### config.mk
export PLATFORM = sky130hd
export DESIGN_NAME = note_spawner_flat
export DESIGN_NICKNAME = d
export VERILOG_FILES = /design/src/rtl/note_spawner_if.sv /design/src/rtl/note_spawner.sv /design/src/flat_wrapper.sv
export SDC_FILE = /design/constraint.sdc
export NUM_CORES = 1
export LEC_CHECK = 0
export BUFFER_PORTS_ARGS = -buffer_cell sky130_fd_sc_hd__buf_2
export CAP_MARGIN = 10
export CORE_MARGIN = 3
export CORE_UTILIZATION = 35
export CTS_BUF_LIST = sky130_fd_sc_hd__clkbuf_16
export DETAILED_ROUTE_END_ITERATION = 16
export HOLD_SLACK_MARGIN = 0.05
export PLACE_DENSITY = 0.7
export SYNTH_ARGS = -nofsm -noshare
export SYNTH_HDL_FRONTEND = slang
export SYNTH_SLANG_ARGS = --single-unit
### constraint.sdc
create_clock -name clk -period 2.73 [get_ports clk]
set_input_delay 0.4095 -clock clk [delete_from_list [all_inputs] [get_ports clk]]
set_output_delay 0.4095 -clock clk [all_outputs]
set_load 0.01 [all_outputs]
### src/rtl/note_spawner_if.sv
// rtl/note_spawner_if.sv - chart-entry handshake plus note-slot bus bundle for note_spawner
//
// Signals:
//   entry_valid  chart FIFO has a note word
//   entry_data   note word, held while entry_valid=1 and entry_ready=0
//   entry_ready  one-cycle consume pulse from the spawner
//   m_addr       slot address (width bits)
//   m_read       slot read strobe
//   m_write      slot write strobe
//   m_be         byte enables
//   m_wdata      slot write data
//   m_rdata      slot read data, combinational in the m_read cycle
// Modports:
//   master  the spawner side (drives entry_ready and m_*)
//   slave   the FIFO / slot bank side
interface note_spawner_if #(
    parameter int width = 2
);
    logic             entry_valid;
    logic [31:0]      entry_data;
    logic             entry_ready;
    logic [width-1:0] m_addr;
    logic             m_read;
    logic             m_write;
    logic [3:0]       m_be;
    logic [31:0]      m_wdata;
    logic [31:0]      m_rdata;

    modport master (
        input  entry_valid, entry_data, m_rdata,
        output entry_ready, m_addr, m_read, m_write, m_be, m_wdata
    );

    modport slave (
        output entry_valid, entry_data, m_rdata,
        input  entry_ready, m_addr, m_read, m_write, m_be, m_wdata
    );
endinterface

### src/rtl/note_spawner.sv
// rtl/note_spawner.sv - bus initiator that places chart notes into free note slots
//
// Ports:
//   clk            system clock, rising edge
//   Reset          synchronous active-low reset
//   run            allows new chart entries to be accepted (checked in IDLE only)
//   clear_req      one-cycle pulse requesting all slots be zeroed
//   bus            note_spawner_if.master: chart handshake and slot bus
//   busy           FSM not in IDLE
//   full           in STALL (every slot occupied on the last scan)
//   spawned_count  notes written since reset, wraps at 16 bits
module note_spawner #(
    parameter int count        = 3,
    parameter int width        = 2,
    parameter int STALL_CYCLES = 4
) (
    input  logic                 clk,
    input  logic                 Reset,
    input  logic                 run,
    input  logic                 clear_req,
    note_spawner_if.master       bus,
    output logic                 busy,
    output logic                 full,
    output logic [15:0]          spawned_count
);
    localparam int STALL_W = $clog2(STALL_CYCLES + 1);
    localparam logic [width-1:0]   LAST       = width'(count - 1);
    localparam logic [STALL_W-1:0] STALL_LAST = STALL_W'(STALL_CYCLES - 1);

    typedef enum logic [2:0] {
        S_IDLE,
        S_SCAN,
        S_WRITE,
        S_STALL,
        S_CLEAR
    } state_t;

    state_t             state_q, state_d;
    logic [width-1:0]   ptr_q, ptr_d;
    logic [width-1:0]   idx_q, idx_d;
    logic [width-1:0]   scanned_q, scanned_d;
    logic [STALL_W-1:0] stall_q, stall_d;
    logic               clear_pending_q, clear_pending_d;
    logic [15:0]        spawned_q, spawned_d;

    // Only the occupied flag of a slot word matters to the scan.
    logic unused_rdata;
    assign unused_rdata = ^bus.m_rdata[30:0];

    // Slot indices advance modulo count, which need not be a power of two.
    function automatic logic [width-1:0] wrap_inc(input logic [width-1:0] v);
        return (v == LAST) ? '0 : v + width'(1);
    endfunction

    always_ff @(posedge clk) begin
        if (!Reset) begin
            state_q         <= S_IDLE;
            ptr_q           <= '0;
            idx_q           <= '0;
            scanned_q       <= '0;
            stall_q         <= '0;
            clear_pending_q <= 1'b0;
            spawned_q       <= '0;
        end else begin
            state_q         <= state_d;
            ptr_q           <= ptr_d;
            idx_q           <= idx_d;
            scanned_q       <= scanned_d;
            stall_q         <= stall_d;
            clear_pending_q <= clear_pending_d;
            spawned_q       <= spawned_d;
        end
    end

    always_comb begin
        state_d   = state_q;
        ptr_d     = ptr_q;
        idx_d     = idx_q;
        scanned_d = scanned_q;
        stall_d   = stall_q;
        spawned_d = spawned_q;
        // A clear request is remembered in any state until CLEAR starts.
        clear_pending_d = clear_pending_q | clear_req;
        case (state_q)
            S_IDLE: begin
                if (clear_pending_q || clear_req) begin
                    state_d         = S_CLEAR;
                    idx_d           = '0;
                    clear_pending_d = 1'b0;
                end else if (run && bus.entry_valid) begin
                    state_d   = S_SCAN;
                    idx_d     = ptr_q;
                    scanned_d = '0;
                end
            end
            S_SCAN: begin
                if (!bus.m_rdata[31]) begin
                    state_d = S_WRITE;
                end else if (scanned_q == LAST) begin
                    state_d = S_STALL;
                    stall_d = '0;
                end else begin
                    idx_d     = wrap_inc(idx_q);
                    scanned_d = wrap_inc(scanned_q);
                end
            end
            S_WRITE: begin
                ptr_d     = wrap_inc(idx_q);
                spawned_d = spawned_q + 16'd1;
                state_d   = S_IDLE;
            end
            S_STALL: begin
                if (stall_q == STALL_LAST) begin
                    state_d = S_IDLE;
                end else begin
                    stall_d = stall_q + STALL_W'(1);
                end
            end
            S_CLEAR: begin
                if (idx_q == LAST) begin
                    ptr_d   = '0;
                    state_d = S_IDLE;
                end else begin
                    idx_d = wrap_inc(idx_q);
                end
            end
            default: state_d = S_IDLE;
        endcase
    end

    // Bus outputs decode the registered state only.
    always_comb begin
        bus.entry_ready = 1'b0;
        bus.m_addr      = '0;
        bus.m_read      = 1'b0;
        bus.m_write     = 1'b0;
        bus.m_be        = 4'h0;
        bus.m_wdata     = 32'h0;
        full            = 1'b0;
        busy            = (state_q != S_IDLE);
        case (state_q)
            S_SCAN: begin
                bus.m_read = 1'b1;
                bus.m_addr = idx_q;
                bus.m_be   = 4'hF;
            end
            S_WRITE: begin
                bus.m_write     = 1'b1;
                bus.m_addr      = idx_q;
                bus.m_be        = 4'hF;
                bus.m_wdata     = bus.entry_data | 32'h8000_0000;
                bus.entry_ready = 1'b1;
            end
            S_CLEAR: begin
                bus.m_write = 1'b1;
                bus.m_addr  = idx_q;
                bus.m_be    = 4'hF;
            end
            S_STALL: full = 1'b1;
            default: ;
        endcase
    end

    assign spawned_count = spawned_q;
endmodule
### src/flat_wrapper.sv
// flat-port wrapper written by rule: the top's interface ports become plain ports
module note_spawner_flat 
#(
    parameter int count        = 3,
    parameter int width        = 2,
    parameter int STALL_CYCLES = 4
)
  (clk, Reset, run, clear_req, busy, full, spawned_count, bus_entry_valid, bus_entry_data, bus_m_rdata, bus_entry_ready, bus_m_addr, bus_m_read, bus_m_write, bus_m_be, bus_m_wdata);
  note_spawner_if #(.width(width)) bus_i ();
  input  logic clk;
  input  logic Reset;
  input  logic run;
  input  logic clear_req;
  output logic busy;
  output logic full;
  output logic [15:0] spawned_count;
  input wire logic [$bits(bus_i.entry_valid)-1:0] bus_entry_valid;
  input wire logic [$bits(bus_i.entry_data)-1:0] bus_entry_data;
  input wire logic [$bits(bus_i.m_rdata)-1:0] bus_m_rdata;
  output wire logic [$bits(bus_i.entry_ready)-1:0] bus_entry_ready;
  output wire logic [$bits(bus_i.m_addr)-1:0] bus_m_addr;
  output wire logic [$bits(bus_i.m_read)-1:0] bus_m_read;
  output wire logic [$bits(bus_i.m_write)-1:0] bus_m_write;
  output wire logic [$bits(bus_i.m_be)-1:0] bus_m_be;
  output wire logic [$bits(bus_i.m_wdata)-1:0] bus_m_wdata;
  assign bus_i.entry_valid = bus_entry_valid;
  assign bus_i.entry_data = bus_entry_data;
  assign bus_i.m_rdata = bus_m_rdata;
  assign bus_entry_ready = bus_i.entry_ready;
  assign bus_m_addr = bus_i.m_addr;
  assign bus_m_read = bus_i.m_read;
  assign bus_m_write = bus_i.m_write;
  assign bus_m_be = bus_i.m_be;
  assign bus_m_wdata = bus_i.m_wdata;
  note_spawner #(.count(count), .width(width), .STALL_CYCLES(STALL_CYCLES)) u_core (.clk(clk), .Reset(Reset), .run(run), .clear_req(clear_req), .bus(bus_i), .busy(busy), .full(full), .spawned_count(spawned_count));
endmodule
==> summary.txt <==
Status
  – Status: finished clean

Worst setup path
  – Bufs and invs on worst path: 2
  – Reg2Reg Depth: 5
  – Reg-to-reg slack, setup: 0.84 ns
  – CP delay by family, top: simple AND/OR/NAND/NOR gates
  – Worst Setup End Kind: output port
  – Launch point of the worst reg-to-reg path: u_core.state_q[1]$_SDFFE_PN0P_
  – Critical R2R Capture: u_core.spawned_count[3]$_SDFFE_PN0P_
  – Worst path slowest cell: clkinv_1
  – Crit path kind: flop to output port
  – CP max stage delay: 0.59 ns
  – Worst path arrival time: 2.06 ns
  – Maximum fanout along the worst path: 38
  – Critical path cell sequence: or3b_4 -> clkinv_1 -> and2_1 -> buf_2
  – Startpoint types: flop
  – Worst path required time: 2.32 ns

Clock tree
  – PostCTS Resize Cnt: 0
  – Number of CTS-inserted buffers: 5
  – Max Buffers Root-to-Sink: 2
  – Post-CTS Setup Inserts: 0
  – CTS tree: built
  – Post-CTS Hold Buffers: 0
  – Clock root buffer: clkbuf_16
  – Clk slew on worst S/H paths: 0.05 ns
  – H-Tree Depth: 2
  – Clock Latency Late Sink: 0.27 ns
  – Clk sink count: 29

Die
  – Core Area: 4910 µm²
  – IO Count: 128
  – Die Y: 78.7 µm
  – Core Rows: 25
  – Initial core utilization: 0.377
  – Die X: 78.7 µm
  – Total die area: 6200 µm²

Worst hold path
  – Hold WC Path Type: input port to flop
  – Hold_sp: clear_req
  – Worst Hold End: u_core.state_q[2]$_SDFFE_PN0P_
  – WHS Path Cells: 2

Logic synthesis
  – Yosys cell types: 43
  – Post-synthesis sequential area ratio: 0.314
  – Synth Net Count: 300
  – Most frequent cells after synthesis: 42 x and2_1, 29 x dfxtp_1, 16 x nand2_1
  – Synthesized flop and latch total: 29
  – Predominant post-synthesis flop cell: dfxtp_1
  – Yosys Warn Count: 0
  – Ys async rst share: 0
  – Post-Syn Area: 1850 µm²
  – Synth top area cells: dfxtp_1 31%, and2_1 14%, ha_1 4.7%, nand2b_1 4.1%, mux2i_1 3.2%
  – Post-synth EDFFs: 0
  – Count leader, synth: and2_1
  – Area leader, netlist: dfxtp_1
  – Post-Syn Instances: 224
  – Syn_area_per_cell: 8.26 µm²
  – Area share of the largest cell type after synthesis: 0.314

STA
  – Final setup TNS: 0 ns
  – # setup viols final: 0
  – Slew Limit Headroom: 0.541
  – Pins Over Slew Limit: 0
  – Final hold viol count: 0
  – Tcrit/Tclk final: 0.903
  – Tmin final: 2.47 ns
  – RSZ-0062 raised after global routing: false
  – F_max: 0.406 GHz
  – Measured slew at the worst slew-check pin: 0.685 ns
  – Final Skew: 0.00540 ns

Placement
  – Number of cells after detailed placement: 373
  – Routability cong.: 0.759
  – Post-detail-place hpwl: 3440 µm
  – Input/output buffers: 95

Detailed routing
  – DR pass1 iterations: 4
  – Vias: 1,840
  – WL/cell: 11.7 µm
  – Initial DRC count: 56
  – DRC Markers: 0
  – Drt total wl: 4470 µm
  – ANT nets after route: 0
  – Vias per std cell: 4.83

Final layout
  – Non-filler cells, final: 381
  – Seq. cell area: 581 µm²
  – Layout area overhead: 33.8%
  – Fillers: 511
  – Fin nets: 389
  – Area of the multi-input gates: 1130 µm²
  – N_diodes: 0
  – Layout cell share with drive strength beyond 1: 0.347

Pwr
  – Worst VDD drop: 0.211 mV
  – Power Density: 610 nW/µm²
  – Leak: 1.27 nW

GRT
  – GRT overflow: 0
  – Total GRT Usage: 0.146
  – Vias in the first global route: 1,736
  – Pin count of the biggest net entering global routing: 39
  – Global-route wire length before repair: 7450 µm
  – Initial antenna violation count: 0

Run
  – Max-cap viol count: 0
==> final cells by class <==
cell class              count  share of cell area
flip-flops and latches     29               0.234
inverters                  11              0.0167
clock buffers               5              0.0505
repair buffers             98               0.201
multi-input cells         168               0.458
clock inverters             3             0.00505
well taps                  67              0.0339
==> how the worst max path moves through the flow <==
stage                                end                           start  slack, ns  cells after the start
after CTS                 bus_m_wdata[4]  u_core.state_q[1]$_SDFFE_PN0P_       0.22                      4
after global placement    bus_m_wdata[4]  u_core.state_q[1]$_SDFFE_PN0P_       0.55                      4
after detailed placement  bus_m_wdata[4]  u_core.state_q[1]$_SDFFE_PN0P_       0.51                      4
after floorplan            bus_m_addr[0]  u_core.state_q[2]$_SDFFE_PN0P_       0.78                      4
after global routing      bus_m_wdata[7]  u_core.state_q[1]$_SDFFE_PN0P_       0.05                      4
final                     bus_m_wdata[4]  u_core.state_q[1]$_SDFFE_PN0P_       0.26                      4
==> flip-flops by register name (all words and copies together), names as in the netlist <==
name	flops
u_core.spawned_count	16
u_core.stall_q	3
u_core.state_q	3
u_core.idx_q	2
u_core.ptr_q	2
u_core.scanned_q	2
u_core.clear_pending_q	1
==> placed cells by master (no fill, tap or decap), drive strengths merged, types with 2 or more instances in the layout <==
cell type | Yosys | routed
nor2b | 6 | 6
clkinv | 1 | 4
a21o | 2 | 2
or3b | 2 | 2
mux2i | 6 | 6
nand3 | 4 | 4
inv | 10 | 10
nand2 | 16 | 16
buf | 7 | 98
a21oi | 6 | 6
nand3b | 4 | 4
o311ai | 2 | 2
and2 | 42 | 42
nand2b | 12 | 12
xor2 | 5 | 5
dfxtp | 29 | 29
o21ai | 5 | 5
a21boi | 3 | 3
nor4 | 3 | 3
a31oi | 2 | 2
clkbuf | 9 | 5
and3 | 2 | 2
a22oi | 2 | 2
a211oi | 3 | 3
xnor2 | 5 | 5
nor3 | 9 | 9
nor2 | 4 | 4
nand4 | 4 | 4
ha | 7 | 7
o2bb2ai | 2 | 2
==> logic make-up after synthesis <==
kind of cell / synth area share
compound gates: 0.125
xor+xnor: 0.0473
fa+ha+maj: 0.0473
buf+inv: 0.0730
flops: 0.314
mux: 0.0325
simple gates: 0.361
==> per-layer routing <==
metal	track usage	wire length, µm	share of wire	up-vias
met2	0.260	2200	0.49	81
met4	0.0472	56	0.013	0
met3	0.0397	330	0.074	4
li1	-	-	-	934
met5	0	0	0	-
met1	0.170	1890	0.42	821
==> per-stage QoR <==
step                worst slack (ns)   util  cell area (µm²)  hold WS (ns)  power [mW]
finish                         0.264  0.504             2480         0.435        1.51
global route                  0.0503  0.504             2480         0.447        1.62
CTS                            0.219  0.504             2480         0.432        1.54
detailed placement             0.515  0.476             2340         0.459        1.02
global placement               0.551  0.476             2340         0.445        1.01
floorplan                      0.778      -             1850         0.422       0.891
==> power breakdown <==
part	internal [mW]	switching [mW]	leakage [nW]
sequential	0.457	0.0256	0.235
clock	0.328	0.179	0.0687
combinational	0.231	0.290	0.971
No activity file was read; power rests on OpenSTA's default activity.
